<file path="src/rtl/mem_arb_pkg.sv">
// Shared definitions for the memory-port arbiter: FSM encoding, default widths, index sizing.
package mem_arb_pkg;

  localparam int unsigned DEF_NUM_REQ = 4;
  localparam int unsigned DEF_ADDR_W  = 32;
  localparam int unsigned DEF_DATA_W  = 32;

  typedef enum logic [1:0] {
    ARB_IDLE = 2'd0,
    ARB_REQ  = 2'd1,
    ARB_WAIT = 2'd2
  } arb_state_e;

  // Requester index width; never narrower than one bit.
  function automatic int unsigned idx_w(input int unsigned n);
    return (n > 1) ? $clog2(n) : 1;
  endfunction

endpackage

</file>
<file path="src/rtl/mem_arbiter_rr_pick.sv">
// Combinational round-robin picker: first valid requester scanning from ptr_i upward, wrapping.
module rr_pick
  import mem_arb_pkg::*;
#(
  parameter  int unsigned NUM_REQ = DEF_NUM_REQ,
  localparam int unsigned IDX_W   = idx_w(NUM_REQ)
) (
  input  logic [NUM_REQ-1:0] valid_i,
  input  logic [IDX_W-1:0]   ptr_i,
  output logic [NUM_REQ-1:0] grant_o,
  output logic [IDX_W-1:0]   idx_o,
  output logic               found_o
);

  int unsigned k;

  always_comb begin
    k       = 0;
    grant_o = '0;
    idx_o   = '0;
    found_o = 1'b0;
    for (int unsigned i = 0; i < NUM_REQ; i++) begin
      k = 32'(ptr_i) + i;
      if (k >= NUM_REQ) k = k - NUM_REQ;
      if (!found_o && valid_i[k[IDX_W-1:0]]) begin
        found_o               = 1'b1;
        idx_o                 = k[IDX_W-1:0];
        grant_o[k[IDX_W-1:0]] = 1'b1;
      end
    end
  end

endmodule

</file>
<file path="src/rtl/mem_arbiter.sv">
// Round-robin arbiter sharing one memory port, one transaction in flight.
// Optional ARB_LOCK_EN: owner holding req_lock keeps the port across transactions.
module mem_arbiter
  import mem_arb_pkg::*;
#(
  parameter int unsigned NUM_REQ = DEF_NUM_REQ,
  parameter int unsigned ADDR_W  = DEF_ADDR_W,
  parameter int unsigned DATA_W  = DEF_DATA_W
) (
  input  logic                          clk,
  input  logic                          rst_n,
  input  logic [NUM_REQ-1:0]            req_valid,
  output logic [NUM_REQ-1:0]            req_ready,
  input  logic [NUM_REQ*ADDR_W-1:0]     req_addr,
  input  logic [NUM_REQ-1:0]            req_we,
  input  logic [NUM_REQ*DATA_W-1:0]     req_wdata,
  input  logic [NUM_REQ*(DATA_W/8)-1:0] req_be,
  input  logic [NUM_REQ-1:0]            req_lock,
  output logic [NUM_REQ-1:0]            resp_valid,
  output logic [DATA_W-1:0]             resp_rdata,
  output logic                          mem_valid,
  input  logic                          mem_ready,
  output logic [ADDR_W-1:0]             mem_addr,
  output logic                          mem_we,
  output logic [DATA_W-1:0]             mem_wdata,
  output logic [DATA_W/8-1:0]           mem_be,
  input  logic                          mem_rvalid,
  input  logic [DATA_W-1:0]             mem_rdata
);

  localparam int unsigned IDX_W = idx_w(NUM_REQ);
  localparam int unsigned BE_W  = DATA_W / 8;

  arb_state_e          state_q;
  logic [IDX_W-1:0]    ptr_q, owner_q, ptr_next;
  logic [NUM_REQ-1:0]  resp_valid_q;
  logic [DATA_W-1:0]   resp_rdata_q;
  logic                mem_valid_q, mem_we_q;
  logic [ADDR_W-1:0]   mem_addr_q;
  logic [DATA_W-1:0]   mem_wdata_q;
  logic [BE_W-1:0]     mem_be_q;

  logic [NUM_REQ-1:0]  pick_valid, pick_grant;
  logic [IDX_W-1:0]    pick_idx;
  logic                pick_found;
  logic [ADDR_W-1:0]   sel_addr;
  logic [DATA_W-1:0]   sel_wdata;
  logic [BE_W-1:0]     sel_be;
  logic                sel_we;

`ifdef ARB_LOCK_EN
  logic locked_q;
  logic lock_hold;

  // While the owner keeps its lock, only the owner may win the next grant.
  assign lock_hold  = locked_q && req_lock[owner_q];
  assign pick_valid = lock_hold ? (req_valid & (NUM_REQ'(1) << owner_q)) : req_valid;
`else
  logic unused_lock;
  assign unused_lock = ^req_lock;
  assign pick_valid  = req_valid;
`endif

  rr_pick #(.NUM_REQ(NUM_REQ)) u_pick (
    .valid_i (pick_valid),
    .ptr_i   (ptr_q),
    .grant_o (pick_grant),
    .idx_o   (pick_idx),
    .found_o (pick_found)
  );

  // One-hot AND-OR payload mux driven by the picker grant.
  always_comb begin
    sel_addr  = '0;
    sel_wdata = '0;
    sel_be    = '0;
    sel_we    = 1'b0;
    for (int unsigned i = 0; i < NUM_REQ; i++) begin
      if (pick_grant[i]) begin
        sel_addr  = sel_addr  | req_addr[i*ADDR_W +: ADDR_W];
        sel_wdata = sel_wdata | req_wdata[i*DATA_W +: DATA_W];
        sel_be    = sel_be    | req_be[i*BE_W +: BE_W];
        sel_we    = sel_we    | req_we[i];
      end
    end
  end

  assign ptr_next = (owner_q == IDX_W'(NUM_REQ - 1)) ? '0 : owner_q + IDX_W'(1);

  // Acceptance is reported in the same cycle memory takes the request.
  always_comb begin
    req_ready = '0;
    if (state_q == ARB_REQ && mem_ready) req_ready[owner_q] = 1'b1;
  end

  always_ff @(posedge clk) begin
    if (!rst_n) begin
      state_q      <= ARB_IDLE;
      ptr_q        <= '0;
      owner_q      <= '0;
      resp_valid_q <= '0;
      resp_rdata_q <= '0;
      mem_valid_q  <= 1'b0;
      mem_we_q     <= 1'b0;
      mem_addr_q   <= '0;
      mem_wdata_q  <= '0;
      mem_be_q     <= '0;
`ifdef ARB_LOCK_EN
      locked_q     <= 1'b0;
`endif
    end else begin
      resp_valid_q <= '0;
      case (state_q)
        ARB_IDLE: begin
`ifdef ARB_LOCK_EN
          if (locked_q && !req_lock[owner_q]) locked_q <= 1'b0;
`endif
          if (pick_found) begin
            mem_addr_q  <= sel_addr;
            mem_wdata_q <= sel_wdata;
            mem_be_q    <= sel_be;
            mem_we_q    <= sel_we;
            owner_q     <= pick_idx;
            mem_valid_q <= 1'b1;
            state_q     <= ARB_REQ;
          end
        end
        ARB_REQ: begin
          if (mem_ready) begin
            mem_valid_q <= 1'b0;
            state_q     <= ARB_WAIT;
          end
        end
        ARB_WAIT: begin
          if (mem_rvalid) begin
            resp_valid_q[owner_q] <= 1'b1;
            resp_rdata_q          <= mem_rdata;
            state_q               <= ARB_IDLE;
`ifdef ARB_LOCK_EN
            locked_q <= req_lock[owner_q];
            if (!req_lock[owner_q]) ptr_q <= ptr_next;
`else
            ptr_q <= ptr_next;
`endif
          end
        end
        default: state_q <= ARB_IDLE;
      endcase
    end
  end

  assign resp_valid = resp_valid_q;
  assign resp_rdata = resp_rdata_q;
  assign mem_valid  = mem_valid_q;
  assign mem_addr   = mem_addr_q;
  assign mem_we     = mem_we_q;
  assign mem_wdata  = mem_wdata_q;
  assign mem_be     = mem_be_q;

endmodule

</file>
<file path="config.mk">
export PLATFORM = sky130hd
export DESIGN_NAME = mem_arbiter
export DESIGN_NICKNAME = d
export VERILOG_FILES = /design/src/rtl/mem_arb_pkg.sv /design/src/rtl/mem_arbiter_rr_pick.sv /design/src/rtl/mem_arbiter.sv
export SDC_FILE = /design/constraint.sdc
export NUM_CORES = 1
export LEC_CHECK = 0
export BUFFER_PORTS_ARGS = -buffer_cell sky130_fd_sc_hd__clkbuf_2
export CORE_AREA = 5 5 163 165
export DETAILED_ROUTE_END_ITERATION = 7
export DIE_AREA = 0 0 168 170
export PLACE_DENSITY_LB_ADDON = 0.2
export SLEW_MARGIN = 0
export SYNTH_ARGS = -nofsm -noshare
export SYNTH_HDL_FRONTEND = slang
export SYNTH_SLANG_ARGS = --single-unit
</file>
<file path="constraint.sdc">
create_clock -name clk -period 3.11 [get_ports clk]
set_input_delay 0.311 -clock clk [delete_from_list [all_inputs] [get_ports clk]]
set_output_delay 0.311 -clock clk [all_outputs]
set_load 0.02 [all_outputs]
</file>
== After elaboration in Yosys (flattened, before gate mapping) ==
Cells that the tools add are included.

* Add/sub/neg operators: 8
* Order comparisons: 14
* Equality and inequality tests: 6
* Multiplexer cells: 59
* Bitwise logic cells: 15
* Reductions and logical operators: 19

{| class="wikitable"
|+ Operator list
! cell !! number
|-
| $mux 32 || 8
|-
| $or 32x32->32 || 6
|-
| $mux 4 || 9
|-
| $mux 2 || 12
|-
| $or 4x4->4 || 6
|-
| $mux 1 || 19
|-
| $lt 2x3->1 const B || 5
|-
| $demux 1 s2 || 5
|-
| $ge 2x1->1 const B || 5
|-
| $ge 3x3->1 const B || 3
|-
| $logic_and 1x1->1 || 9
|-
| $reduce_and 3->1 || 3
|-
| $bmux 1 s2 || 4
|-
| $sub 2x1->2 const B || 4
|-
| $add 2x2->3 const B || 2
|-
| $ne 2x2->1 const B || 3
|-
| $pmux 2 s3 || 1
|-
| $eq 2x2->1 const B || 2
|-
| $reduce_and 2->1 || 2
|-
| $add 2x1->3 const B || 1
|-
| $ge 2x3->1 const B || 1
|-
| $logic_not 1->1 || 3
|-
| $or 1x1->1 || 3
|-
| $add 2x1->2 const B || 1
|-
| 4 further kinds || 4
|}

* Register bits: 112
* Word-level logic and storage cells: 131

== Depth between registers and ports, before layout ==
* Word-level depth: 21
* Mapped depth: 12

== Cells and area by module ==
A second synthesis with hierarchy kept.

* Cell total of the unflattened synthesis: 634
* Area, all modules: 5964.5 um^2

{| class="wikitable"
|+ Modules (own cells, without submodules)
! module !! instances !! cells each !! area an instance (um^2) !! sequential area each (um^2)
|-
| mem_arbiter || 1 || 589 || 5542.8 || 2242.2
|-
| rr_pick || 1 || 45 || 421.7 || 0.0
|}

== Least setup slack after synthesis ==
OpenSTA, ideal clock, no wires.

* Kind: register -> register
* Start: register ptr_q[0]
* End: register mem_addr_q[25] (netlist: mem_addr[25])
* Library setup time: 0.136 ns
* Arrival: 2.727 ns
* Required time: 2.974 ns
* Slack: 0.247 ns
* Cell stages (with the launch flop): 13
* Cells stage by stage: dfxtp_1 > buf_4 > inv_1 > ha_1 > buf_2 > mux2_2 > and3_1 > a2111o_1 > buf_2 > buf_6 > buf_6 > a32oi_1 > a31oi_1

* Cells in the longest elaborated chain, start to end: 21

{| class="wikitable"
|+ Ends and longest elaborated chain
! what !! RTL line !! source
|-
| start, declared || mem_arbiter.sv:35 || <nowiki>logic [IDX_W-1:0] ptr_q, owner_q, ptr_next;</nowiki>
|-
| start signal, assigned || mem_arbiter.sv:143 || <nowiki>ptr_q <= ptr_next;</nowiki>
|-
| parallel branches: the longest is 21 deep, another holds $add 2x1->3 || -- ||
|-
| end signal, assigned || mem_arbiter.sv:119 || <nowiki>mem_addr_q <= sel_addr;</nowiki>
|-
| end, declared || mem_arbiter.sv:39 || <nowiki>logic [ADDR_W-1:0] mem_addr_q;</nowiki>
|}

Parallel ways; which one is timed is not known. The select of a mux whose other input is x is not followed.
A chain may end at the register's enable or synchronous reset.

== Worst setup path in the final report ==
* Start: register ptr_q[1]
* End: register mem_addr_q[30] (netlist: mem_addr[30])

The elaborated chain is that of the path after synthesis.

==> run metrics <==
root buffer cell clkbuf_16; final setup fails 0; Horiz. Die Dim roughly 170 um; grt peak-use layer met2; met3 Track Usage GR between 6 and 7%; maximum clock frequency about 360 MHz; CP bufs+invs 2; Avg WL per Cell 22.8 um; fraction of layout cells with a size suffix above 1 a little under two fifths; Setup CP Type reg -> reg; synthesized cell area between 0.008 and 0.009 mm2; most frequent cells in the layout clkbuf_2, dfxtp_1, inv_1, and2_1, nand2_1; Arrival @ worst endpoint between 2000 and 3000 ps; drt pass-1 iters 7; worst min path class in -> reg; Slew HR 38.8%; r2r worst-path depth 8; Max H-tree Level 3; pin count of the biggest net entering global routing 113; GP Congestion 0.833; Total Wirelength roughly 38000 um; final period utilization between 80 and 90%; most common cell after layout, fill and taps aside clkbuf_2; register area share after synthesis 27.3%; Fill cells 2534; Max-Cap Viols 0; die height ~170 um; drt drc 0; GR Overflow Total 0; CTS Sinks 112; worst path required time 3350 ps; CP max stage cell ha_1; CTS tree yes; crit-path leading delay family compound AO/OA/AOI/OAI gates; TNS Setup 0 ps; Worst Skew between 15 and 20 ps; Core Region between 0.02 and 0.025 mm2; status completed; vias per cell 6.18; Finished Core Util between 40% and 50%; deepest clock path buffer count 2; Initial Util about a third; Port Buffers between 400 and 500; num ports 430; layout net count around 1700; DR vias a little over 10000; Final Hold Vio Count 0; FF+latch count, synth about 110; count of cell types in the netlist 52; Total GRT Usage 24.9%; Slew Viols, Final 0; CTS hold repair buffers 0; worst skew pair latency 370 ps; peak supply drop 0.000213 V; cts bufs inserted 9; met1 Track Usage GR between 30% and 40%; Die Area 0.0286 mm2; CP max FO 37; Top FF cell, synth dfxtp_1; Avg Synthesized Cell Area 8.13 um2; leakage 4.71 nW; worst path cell trace inv_1 > ha_1 > mux2_2 > and3_1 > a2111o_2 > buf_4 > a32oi_1 > a31oi_1; Power, Total about 0.0043 W; Post-DRT Antenna Nets 0; Least-Margin Pin Slew 918 ps; delay of the slowest critical-path stage around 450 ps; Yosys warning count 0; first-pass GRT wire length roughly 58000 um; vias in the first global route between 10000 and 15000; post-synthesis net count 1343; met2 usage approximately 40%; postcts setup bufs 0; startpoint types register; final critical-path required period approximately 2700 ps; DR iter-0 viols approximately 1200; post-CTS sizing 0; initial antenna violation count 4; Worst-path clk slew ~90 ps; number of synthesized flops with an enable pin 0; Post-synth ARST share 0%; critical path depth 8; RSZ-0062 raised after global routing false; cells after synthesis between 1000 and 1500; CP Capture Type register; DP HPWL about 25000 um; PwrDens slightly below 400 mW/mm2; Area growth, synth to finish 32.4%; Site Rows 58; Worst Hold Depth 3
-- layout make-up --
| class | instances | area (um2) | share of cell area (%) |
|---|---|---|---|
| well taps | 330 | 413 | 3.79 |
| flip-flops and latches | 112 | 2240 | 20.6 |
| clock buffers | 9 | 225 | 2.07 |
| inverters | 77 | 289 | 2.65 |
| repair buffers | 461 | 2510 | 23.1 |
| diodes | 1 | 2.50 | 0.0230 |
| multi-input cells | 681 | 5120 | 47.1 |
| clock inverters | 7 | 81.3 | 0.747 |
-- worst min-delay path, stage by stage --
cell	delay (ps)
clkbuf_2	80
nand2_1	40
a21boi_0	60
-- cells by family (layout without fill, tap and decap cells) --
family	Yosys count	after routing	share of synthesized area, %
other cells	0	1	0
buf+inv	218	554	11.0
compound gates	471	471	46.2
mux	10	10	1.72
simple gates	188	188	12.0
flops	112	112	27.3
fa+ha+maj	12	12	1.83
-- path summary, 6_finish.rpt --
| path | start | to | slack (ps) |
|---|---|---|---|
| worst max-delay path | ptr_q[1] | mem_addr[30] | 370 |
| worst min-delay path | mem_rdata[1] | resp_rdata[1] | 180 |
| worst max register to register | ptr_q[1] | mem_addr[30] | 370 |
| worst min register to register | resp_rdata[22] | resp_rdata[22] | 470 |
-- report_power, final --
| part | total, W | switching, W | internal (W) |
|---|---|---|---|
| Combinational | 0.00145 | 0.000872 | 0.000578 |
| Clock | 0.00124 | 0.000661 | 0.000581 |
| Sequential | 0.00164 | 0.0000726 | 0.00157 |
| Total | 0.00433 | 0.00161 | 0.00273 |
-- through the flow --
step | hold WS, ps | cells | cell area (um2) | setup slack (ps)
floorplan | 456 | 1011 | 8220 | 247
CTS | 159 | 1677 | 10900 | 369
detailed placement | 457 | 1661 | 10600 | 394
global placement | 452 | 1661 | 10600 | 423
finish | 177 | 1678 | 10900 | 367
global route | 168 | 1678 | 10900 | 195
-- per-layer routing --
metal | routed length, um | share of wire, % | vias up
met2 | 17500 | 46 | 673
met4 | 974 | 2.5 | 6
li1 | - | - | 4739
met5 | 41 | 0.11 | -
met3 | 4090 | 11 | 70
met1 | 15600 | 41 | 4879
-- sequential cells by signal, summed over array words and instances, names as in the netlist --
signal,flops
resp_rdata,32
owner_q,2
mem_valid,1
mem_be,4
mem_we,1
ptr_q,2
mem_addr,32
resp_valid,4
mem_wdata,32
state_q,2
-- cells in the mapped netlist, types with 3 or more instances --
master / count / area (um2)
nor3_1: 5 / 25.0
buf_6: 6 / 67.6
a221oi_2: 10 / 150
buf_2: 21 / 105
nand2b_1: 4 / 25.0
a31oi_1: 69 / 432
nor3b_1: 6 / 45.0
o21ai_0: 71 / 355
ha_1: 12 / 150
mux2_2: 3 / 33.8
and3_1: 5 / 31.3
clkbuf_1: 109 / 409
nor2_1: 6 / 22.5
dfxtp_1: 112 / 2240
a32oi_1: 69 / 604
a211oi_1: 5 / 37.5
o311ai_0: 69 / 604
nand2_1: 73 / 274
a222oi_1: 69 / 691
mux4_2: 3 / 67.6
a21boi_0: 35 / 263
buf_1: 3 / 11.3
a221oi_1: 60 / 526
and2_1: 73 / 457
mux2i_1: 4 / 40.0
inv_1: 77 / 289
(Power assumes the default switching activity.)
